<file path="src/rtl/instruction_fetch_unit.sv">
// Fetch stage: PC, single-outstanding imem read, IF/ID register plus one skid
// entry for a response that lands while decode is stalled.
module instruction_fetch_unit #(
    parameter logic [31:0] RESET_PC  = 32'h0000_0000,
    parameter logic [31:0] HALT_INST = 32'hFFFF_FFFF
) (
    input  logic        clk,
    input  logic        rst,
    output logic        imem_req,
    output logic [31:0] imem_addr,
    input  logic        imem_ack,
    input  logic [31:0] imem_rdata,
    input  logic        stall,
    input  logic        redirect,
    input  logic [31:0] redirect_pc,
    output logic        ifid_valid,
    output logic [31:0] ifid_inst,
    output logic [5:0]  ifid_op,
    output logic [5:0]  ifid_func,
    output logic [31:0] ifid_pc,
    output logic [31:0] ifid_pc4,
    output logic        halted
);

    typedef enum logic [1:0] {S_REQ, S_WAIT, S_BUF, S_HALT} state_t;

    typedef struct packed {
        logic [31:0] inst;
        logic [31:0] pc;
        logic [31:0] pc4;
    } entry_t;

    state_t      r_state;
    logic [31:0] r_pc;
    logic        r_drop;
    logic        r_halted;
    logic        r_ifid_valid;
    entry_t      r_ifid;
    logic        r_skid_valid;
    entry_t      r_skid;

    logic        w_ifid_free;
    entry_t      w_fetched;
    logic        w_rdata_halt;
    logic        w_skid_halt;

    assign w_ifid_free  = !r_ifid_valid || !stall;
    assign w_fetched    = {imem_rdata, r_pc, r_pc + 32'd4};
    assign w_rdata_halt = (imem_rdata == HALT_INST);
    assign w_skid_halt  = (r_skid.inst == HALT_INST);

    // Gated by rst so no request is seen while reset is held, yet the first
    // post-reset cycle already issues the fetch at RESET_PC.
    assign imem_req  = (r_state == S_REQ) && !rst;
    assign imem_addr = r_pc;

    always_ff @(posedge clk or posedge rst) begin
        if (rst) begin
            r_state      <= S_REQ;
            r_pc         <= RESET_PC;
            r_drop       <= 1'b0;
            r_halted     <= 1'b0;
            r_ifid_valid <= 1'b0;
            r_ifid       <= '0;
            r_skid_valid <= 1'b0;
            r_skid       <= '0;
        end else begin
            // Decode consumes on valid && !stall; a load below overrides this.
            if (r_ifid_valid && !stall)
                r_ifid_valid <= 1'b0;

            if (redirect) begin
                r_pc         <= redirect_pc;
                r_ifid_valid <= 1'b0;
                r_skid_valid <= 1'b0;
                r_halted     <= 1'b0;
                if (r_state == S_WAIT && !imem_ack) begin
                    r_drop <= 1'b1;
                end else begin
                    r_drop  <= 1'b0;
                    r_state <= S_REQ;
                end
            end else begin
                case (r_state)
                    S_REQ: r_state <= S_WAIT;
                    S_WAIT: begin
                        if (imem_ack) begin
                            if (r_drop) begin
                                r_drop  <= 1'b0;
                                r_state <= S_REQ;
                            end else begin
                                r_pc <= r_pc + 32'd4;
                                if (w_ifid_free) begin
                                    r_ifid       <= w_fetched;
                                    r_ifid_valid <= 1'b1;
                                    if (w_rdata_halt) begin
                                        r_halted <= 1'b1;
                                        r_state  <= S_HALT;
                                    end else begin
                                        r_state  <= S_REQ;
                                    end
                                end else begin
                                    r_skid       <= w_fetched;
                                    r_skid_valid <= 1'b1;
                                    r_state      <= S_BUF;
                                end
                            end
                        end
                    end
                    S_BUF: begin
                        if (!stall && r_skid_valid) begin
                            r_ifid       <= r_skid;
                            r_ifid_valid <= 1'b1;
                            r_skid_valid <= 1'b0;
                            if (w_skid_halt) begin
                                r_halted <= 1'b1;
                                r_state  <= S_HALT;
                            end else begin
                                r_state  <= S_REQ;
                            end
                        end
                    end
                    default: ;
                endcase
            end
        end
    end

    assign ifid_valid = r_ifid_valid;
    assign ifid_inst  = r_ifid.inst;
    assign ifid_op    = r_ifid.inst[31:26];
    assign ifid_func  = r_ifid.inst[5:0];
    assign ifid_pc    = r_ifid.pc;
    assign ifid_pc4   = r_ifid.pc4;
    assign halted     = r_halted;

endmodule

</file>
<file path="config.mk">
export PLATFORM = sky130hd
export DESIGN_NAME = instruction_fetch_unit
export DESIGN_NICKNAME = d
export VERILOG_FILES = /design/src/rtl/instruction_fetch_unit.sv
export SDC_FILE = /design/constraint.sdc
export NUM_CORES = 1
export LEC_CHECK = 0
export CAP_MARGIN = 20
export CORE_MARGIN = 2
export CORE_UTILIZATION = 40
export DETAILED_ROUTE_END_ITERATION = 6
export REMOVE_ABC_BUFFERS = 1
export SLEW_MARGIN = 30
export SYNTH_ARGS = -nofsm -noshare
export SYNTH_HDL_FRONTEND = slang
export SYNTH_SLANG_ARGS = --single-unit
</file>
<file path="constraint.sdc">
create_clock -name clk -period 17.15 [get_ports clk]
set_clock_uncertainty 0.2 [all_clocks]
set_input_delay 4.2875 -clock clk [delete_from_list [all_inputs] [get_ports clk]]
set_output_delay 4.2875 -clock clk [all_outputs]
set_load 0.005 [all_outputs]
</file>
==> results of run 1 <==
## area by class of cell
type,count,area (µm²),area share [%]
tap,341,427,3.11
inverter,10,45.0,0.329
clock buffer,41,798,5.82
clock inverter,5,75.1,0.548
sequential,226,5660,41.3
multi-input combinational,686,4520,33.0
timing repair buffer,221,2190,16.0
## path summary, 6_finish.rpt
check / startpoint / to / slack, ps / cells past startpoint
max: rst / imem_req / 7220 / 3
min: ifid_pc[25] / ifid_pc[25] / 270 / 2
max reg2reg: r_state[0] / ifid_pc4[24] / 12710 / 7
min reg2reg: ifid_pc[25] / ifid_pc[25] / 270 / 2
max in group asynchronous: rst / imem_addr[12] / 11330 / 3
min in group asynchronous: rst / ifid_inst[23] / 4140 / 2
## layer usage
metal	global-route usage (%)	vias to the layer above	part of all wire, %
met5	0	-	0
met4	4.05	0	1.4
met3	4.14	36	5.9
met2	30.4	176	46
met1	26.5	3861	47
li1	-	3846	-
## per-stage QoR
stage / total power [mW] / std cells / instance area, µm² / setup slack [ps] / hold WS (ps)
2_1_floorplan: 1.04 / 922 / 10200 / 6470 / 263
3_3_place_gp: 1.37 / 1483 / 12800 / 7200 / 258
3_5_place_dp: 1.39 / 1484 / 12800 / 7220 / 269
4_1_cts: 1.96 / 1530 / 13700 / 7210 / 282
5_1_grt: 2.05 / 1530 / 13700 / 7160 / 298
6_report: 1.92 / 1530 / 13700 / 7220 / 275
## state kept, by name (all words and copies together), names as in the netlist
signal        cells
r_drop            1
r_skid_valid      1
ifid_valid        1
r_skid           94
ifid_pc          32
r_state           2
ifid_pc4         30
ifid_inst        32
halted            1
imem_addr        32
## cell families (layout without fill, tap and decap cells)
kind of cell	count (synthesis)	after routing	share of synthesized area [%]
AND/OR/NAND/NOR	300	300	13.1
flip-flops	226	226	51.4
AO/OA/AOI/OAI	193	193	9.84
buffers and inverters	137	277	7.80
multiplexers	136	136	13.2
XOR/XNOR	53	53	4.22
adder cells (fa/ha/maj)	4	4	0.455
## Yosys cell counts (all sizes together) (27+ instances only)
cell type,number
buf,75
nand4,27
nor2,55
dfrtp,226
mux2i,66
mux2,70
a21oi,34
clkbuf,52
nand2,136
nand3,28
xnor2,36
o21ai,112
## report_power, final
group          leakage (nW)  switching, mW  internal [mW]
Combinational          2.39          0.231          0.334
Sequential             2.95          0.108          0.693
Clock                 0.431          0.212          0.346
## critical path, delay by kind of cell
| family | cells | cell delay [ps] |
|---|---|---|
| buf+inv | 2 | 1010 |
| simple gates | 1 | 140 |
==> impl_metrics.csv, run 1 <==
group,metric,value,unit
die,dieArea,28900,µm²
cts,holdBufCountCts,0,
timing,period_share,57.9,%
critical_path,crit_chain,"clkdlybuf4s50_1 -> nor2b_1 -> clkdlybuf4s50_1",
die,fp-row-count,60,
placement,hpwlAfterDp,17600,µm
timing,finalHoldViolCount,0,
critical_path,slowest_delay,510,ps
synth,synth_seq_area_share,51.4,%
timing,slew-limit-headroom,38.6,%
detailed_routing,wl_per_cell,17.5,µm
timing,rsz0062_at_grt,"no",
cts,clockBufferDepth,3,
placement,routabilityCongestion,0.756,
die,die_w,170,µm
detailed_routing,via_per_inst,5.18,
critical_path,end_kind,"primary output",
cts,cts-htree-levels,1,
run_status,status,"finished clean",
run,max_cap_viol_count,0,
placement,port_buffers,211,
critical_path,cpMaxStageDelayCell,"clkdlybuf4s50_1",
timing,max_freq,101,MHz
timing,setup-tns-final,0,ps
cts,post_cts_buffers,0,
global_routing,gr-total-overflow,0,
synth,synthArstFlopShare,100,%
cts,clkTransAtPathRegs,60,ps
die,start_util,40.8,%
timing,worst_slew_pin_slew,921,ps
cells_and_area,fillers,2456,
cells_and_area,drive_gt1_share,10.3,%
detailed_routing,routed_wl,26800,µm
cts,cts_sinks,226,
die,num_io_pins,212,
global_routing,antenna_found_initial,0,
cells_and_area,finalNetCount,1244,
critical_path,startpoint_type,"input pin",
timing,slew_viol_final,0,
synth,synth_cell_types,55,
die,core-area,27000,µm²
power_and_ir_drop,ir_drop,0.0000673,V
synth,synth_area_leaders,"dfrtp_1 (51%), mux2i_1 (6.0%), mux2_2 (5.4%)",
cts,cts_buffers,26,
detailed_routing,postRouteAntennaNets,0,
synth,syn_area,11000,µm²
detailed_routing,drt_first_pass_iters,5,
global_routing,grt_pass1_vias,7919,
cells_and_area,layout_commonest_cell,"dfrtp_1",
cells_and_area,mostFrequentLayoutCells,"dfrtp_1 (226), clkdlybuf4s50_1 (210), nand2_1 (135)",
critical_path,worstPathMaxFanout,2,
die,die_h,170,µm
cts,cts-root-buf,"clkbuf_16",
power_and_ir_drop,p_leak,5.78,nW
cells_and_area,n_antenna_cell,0,
synth,synth_cells,1049,
critical_path,required,12660,ps
cells_and_area,area_growth,24.6,%
cells_and_area,final_util,50.9,%
global_routing,grt_max_degree,102,
global_routing,grt_pass1_wl,43800,µm
synth,synth_area_leader_cell,"dfrtp_1",
timing,final-setup-viol-count,0,
synth,yosys_warnings,0,
cts,tritoncts,"done",
critical_path,critPathKind,"in -> out",
global_routing,grt.total_usage,19.0,%
timing,fin_crit,9930,ps
synth,synth_area_per_cell,10.5,µm²
critical_path,cp_data_arrival_time,5440,ps
detailed_routing,route.detailed.drc,0,
synth,synth-seq-cells,226,
cts,clock_latency,520,ps
detailed_routing,vias,7919,
detailed_routing,drt-initial-drc-count,385,
synth,synth_ff_type,"dfrtp_1",
synth,yosysTopAreaCellShare,51.4,%
synth,synth_edf_count,0,
worst_hold_path,hold_class,"reg -> reg",
power_and_ir_drop,p_per_area,140,nW/µm²
critical_path,crit_top_cell,"clkdlybuf4s50_1",
cts,cts_resized,0,
Note: power is estimated with default switching activity, not from simulation.
==> run 2: changes to the inputs <==
- clock period: 17.15 -> 9.3 ns (I/O delays scaled with it)
==> impl_metrics.csv, run 2 (synthesis gave the netlist of run 1 again) <==
group,metric,value,unit
timing,setup-tns-final,0,ps
cts,clockBufferDepth,3,
timing,rsz0062_at_grt,"no",
cts,clock_latency,530,ps
timing,worst_slew_pin_slew,887,ps
detailed_routing,route.detailed.drc,0,
timing,max_freq,166,MHz
power_and_ir_drop,ir_drop,0.000130,V
critical_path,critPathKind,"in -> out",
cts,clkTransAtPathRegs,60,ps
power_and_ir_drop,p_per_area,264,nW/µm²
placement,port_buffers,211,
timing,slew-limit-headroom,40.9,%
power_and_ir_drop,p_comb_share,28.7,%
critical_path,cp_top_family,"buffers and inverters",
timing,period_share,64.6,%
cells_and_area,design_area,13800,µm²
detailed_routing,routed_wl,26900,µm
cts,cts-root-buf,"clkbuf_16",
timing,whs,273,ps
global_routing,grt_pass1_wl,43500,µm
cells_and_area,largest_register_ffs,94,
critical_path,end_kind,"primary output",
power_and_ir_drop,clkPwrFrac,30.8,%
detailed_routing,vias,7964,
cts,cts_resized,0,
cells_and_area,n_antenna_cell,0,
power_and_ir_drop,intPower,2.58,mW
global_routing,grt_pass1_vias,7914,
cells_and_area,mostFrequentLayoutCells,"dfrtp_1 (226), clkdlybuf4s50_1 (210), nand2_1 (135)",
power_and_ir_drop,switchingPower,1.05,mW
power_and_ir_drop,swShare,28.9,%
die,die_h,170,µm
global_routing,gr-total-overflow,0,
timing,fin_crit,6010,ps
detailed_routing,via_per_inst,5.19,
placement,hpwlAfterDp,17400,µm
detailed_routing,drt-initial-drc-count,451,
cts,cts_sinks,226,
critical_path,path_buf_inv,2,
power_and_ir_drop,power_frac_seq,40.5,%
cells_and_area,area_growth,25.4,%
power_and_ir_drop,p_leak,5.82,nW
worst_hold_path,hold_class,"reg -> reg",
critical_path,cp_data_arrival_time,3480,ps
cells_and_area,finalNetCount,1246,
placement,routabilityCongestion,0.752,
critical_path,cpMaxStageDelayCell,"clkdlybuf4s50_1",
die,core-area,27000,µm²
cts,cts_buffers,27,
cells_and_area,final_util,51.2,%
cts,cts-htree-levels,1,
cts,post_cts_buffers,0,
critical_path,startpoint_type,"input pin",
run_status,status,"finished clean",
die,dieArea,28900,µm²
cells_and_area,regMostFlops,"r_skid",
critical_path,required,6780,ps
critical_path,slowest_delay,510,ps
cells_and_area,layout_commonest_cell,"dfrtp_1",
detailed_routing,wl_per_cell,17.5,µm
cts,holdBufCountCts,0,
placement,placed_area,12800,µm²
die,start_util,40.8,%
critical_path,crit_top_cell,"clkdlybuf4s50_1",
timing,finalHoldViolCount,0,
detailed_routing,drt_first_pass_iters,5,
die,fp-row-count,60,
run,max_cap_viol_count,0,
cts,tritoncts,"done",
detailed_routing,postRouteAntennaNets,0,
die,num_io_pins,212,
critical_path,worstPathMaxFanout,2,
cells_and_area,drive_gt1_share,11.3,%
timing,final-setup-viol-count,0,
global_routing,antenna_found_initial,0,
critical_path,crit_chain,"clkdlybuf4s50_1 -> nor2b_1 -> clkdlybuf4s50_1",
die,die_w,170,µm
global_routing,grt.total_usage,18.9,%
global_routing,grt_max_degree,99,
timing,slew_viol_final,0,
==> run 2: changes by cell type in the layout (fill, tap and decap cells not counted), sizes merged <==
cell	previous run	this run
clkbuf	41	33
buf	11	12
bufinv	2	4
clkinvlp	0	3
inv	9	11
clkinv	4	9
==> run 2: through the flow <==
step                setup slack [ps]  power [mW]  cells
global placement                3280        2.53   1485
CTS                             3280        3.69   1535
finish                          3290        3.64   1535
floorplan                        487        1.91    922
detailed placement              3280        2.56   1485
global route                    3260        3.87   1535
==> run 2: layout make-up <==
| cell class | instances | area (µm²) |
|---|---|---|
| well taps | 341 | 427 |
| repair buffers | 222 | 2190 |
| clock buffers | 33 | 758 |
| flip-flops and latches | 226 | 5660 |
| multi-input cells | 686 | 4520 |
| fillers | 2437 | 13200 |
| inverters | 10 | 45.0 |
| clock inverters | 17 | 200 |
==> run 2: metal layers <==
layer	vias to the layer above	part of all wire, %	GRT usage (%)
li1	3832	-	-
met1	3900	46	26.4
met2	203	46	30.4
met3	29	6.2	4.26
met4	0	1.6	3.98
met5	-	0	0
==> run 2: path summary, 6_finish.rpt <==
kind	cells past startpoint	end	slack [ps]	startpoint
worst max-delay path	3	imem_req	3290	rst
worst min register to register	2	ifid_pc4[31]	270	ifid_pc4[31]
worst min-delay path	2	ifid_pc4[31]	270	ifid_pc4[31]
worst max register to register	7	r_state[0]	6170	r_state[0]
max in group asynchronous	3	imem_addr[0]	5490	rst
min in group asynchronous	2	ifid_pc[30]	2160	rst
==> run 2: power by group through the flow <==
stage,clock network (mW),logic (mW),registers [mW]
2_1_floorplan,0,0.429,1.48
3_3_place_gp,0,1.05,1.49
3_5_place_dp,0,1.06,1.49
4_1_cts,1.15,1.07,1.48
5_1_grt,1.19,1.16,1.52
6_report,1.12,1.04,1.47
==> run 2: worst reg2reg max path: cells and delay by family, from the launching register on <==
kind | cells | cell delay, ps
buf+inv | 2 | 940
compound gates | 4 | 830
fa+ha+maj | 1 | 690
flops | 1 | 400
==> run 3: changes to the inputs <==
- PLACE_DENSITY: unset -> 0.67
- clock period: 9.3 -> 5.1 ns (I/O delays scaled with it)
==> impl_metrics.csv, run 3 (synthesis gave the netlist of run 1 again) <==
group,metric,value,unit
timing,worst_slew_pin_slew,908,ps
cells_and_area,layout_commonest_cell,"dfrtp_1",
global_routing,grt_max_degree,116,
timing,max_freq,256,MHz
die,core-area,27000,µm²
critical_path,r2r_end,"ifid_pc4[19]",
critical_path,end_kind,"primary output",
placement,routabilityCongestion,0.794,
power_and_ir_drop,p_leak,5.77,nW
timing,whs,276,ps
cts,cts_resized,0,
placement,placed_area,12900,µm²
critical_path,critPathKind,"in -> out",
cells_and_area,mostFrequentLayoutCells,"dfrtp_1 (226), clkdlybuf4s50_1 (210), nand2_1 (135)",
die,die_w,170,µm
cells_and_area,seqCellArea,5660,µm²
timing,slew_viol_final,0,
cells_and_area,regMostFlops,"r_skid",
cells_and_area,design_area,13700,µm²
detailed_routing,drt-initial-drc-count,449,
detailed_routing,via_per_inst,5.17,
critical_path,crit_path_end,"imem_req",
critical_path,startpoint_type,"input pin",
die,start_util,40.8,%
detailed_routing,drt_first_pass_iters,5,
cts,clockBufferDepth,3,
detailed_routing,route.detailed.drc,0,
cells_and_area,largest_register_ffs,94,
timing,slew-limit-headroom,39.4,%
global_routing,gr-total-overflow,0,
timing,finalHoldViolCount,0,
global_routing,grt.total_usage,19.0,%
global_routing,grt_pass1_wl,43700,µm
global_routing,grt_pass1_vias,7896,
timing,fin_crit,3910,ps
cts,cts_sinks,226,
critical_path,worstSetupStartpoint,"rst",
cells_and_area,finalNetCount,1247,
cts,cts_buffers,26,
critical_path,worstReg2RegStart,"r_state[0]",
critical_path,worstPathMaxFanout,2,
cells_and_area,n_antenna_cell,0,
timing,setup_ws,1190,ps
run_status,status,"finished clean",
run,max_cap_viol_count,0,
detailed_routing,postRouteAntennaNets,0,
timing,rsz0062_at_grt,"no",
cts,clkTransAtPathRegs,60,ps
critical_path,r2r_setup_slack,1410,ps
critical_path,cp_data_arrival_time,2430,ps
power_and_ir_drop,p_per_area,468,nW/µm²
critical_path,required,3620,ps
detailed_routing,routed_wl,27300,µm
cts,cts-root-buf,"clkbuf_16",
cts,tritoncts,"done",
cts,holdBufCountCts,0,
cells_and_area,final_util,50.9,%
critical_path,reg2reg_depth,7,
cells_and_area,fillers,2388,
worst_hold_path,hold_class,"reg -> reg",
die,dieArea,28900,µm²
timing,period_share,76.6,%
worst_hold_path,holdPathStages,2,
cells_and_area,multi_input_comb_area,4520,µm²
placement,hpwlAfterDp,18000,µm
placement,port_buffers,211,
cts,post_cts_buffers,0,
power_and_ir_drop,ir_drop,0.000221,V
cts,clock_latency,530,ps
placement,dp_slack,1180,ps
die,num_io_pins,212,
detailed_routing,wl_per_cell,17.8,µm
die,die_h,170,µm
cells_and_area,drive_gt1_share,10.4,%
cells_and_area,area_growth,24.6,%
timing,final-setup-viol-count,0,
global_routing,antenna_found_initial,0,
die,fp-row-count,60,
detailed_routing,vias,7918,
cts,cts-htree-levels,1,
==> run 3: changes by cell type in the layout (fill, tap and decap cells not counted), sizes merged <==
| cell | change |
|---|---|
| clkbuf | +6 |
| inv | -1 |
| clkinvlp | -2 |
| buf | +2 |
| clkinv | -4 |
| bufinv | -3 |
==> run 3: how the worst min path moves through the flow <==
stage / from / end / slack [ps]
3_3_place_gp: ifid_pc4[8] / ifid_pc4[8] / 260
6_report: ifid_pc[16] / ifid_pc[16] / 280
4_1_cts: ifid_pc[29] / ifid_pc[29] / 280
2_1_floorplan: ifid_pc4[31] / ifid_pc4[31] / 260
5_1_grt: ifid_pc[29] / ifid_pc[29] / 290
3_5_place_dp: ifid_pc4[8] / ifid_pc4[8] / 270
==> run 3: area by class of cell <==
| type | instances | share of cell area [%] |
|---|---|---|
| sequential | 226 | 41.2 |
| multi-input combinational | 686 | 33.0 |
| timing repair buffer | 224 | 16.4 |
| clock buffer | 39 | 5.47 |
| tap | 341 | 3.11 |
| clock inverter | 7 | 0.456 |
| inverter | 10 | 0.328 |
==> run 3: critical path, cell delays in order <==
cell and delay, ps:
clkdlybuf4s50_1 510, nor2b_1 150, clkdlybuf4s50_1 500
==> run 3: routing by layer <==
layer / GRT usage, % / vias up / share of wire [%]
met5: 0 / - / 0
met4: 3.57 / 0 / 1.2
met3: 4.51 / 25 / 6.8
met2: 30.3 / 211 / 45
met1: 26.5 / 3832 / 47
li1: - / 3850 / -
==> run 3: report_power, final <==
part	internal [mW]	total [mW]	switching (mW)
sequential	2.33	2.71	0.379
combinational	1.14	1.92	0.783
clock	1.06	1.79	0.733
total	4.53	6.42	1.90
==> run 3: metrics by stage <==
step	power, mW	setup TNS (ps)	cells
2_1_floorplan	3.48	-1056910	922
3_3_place_gp	4.63	0	1487
3_5_place_dp	4.69	0	1487
4_1_cts	6.51	0	1533
5_1_grt	6.83	0	1533
6_report	6.42	0	1533
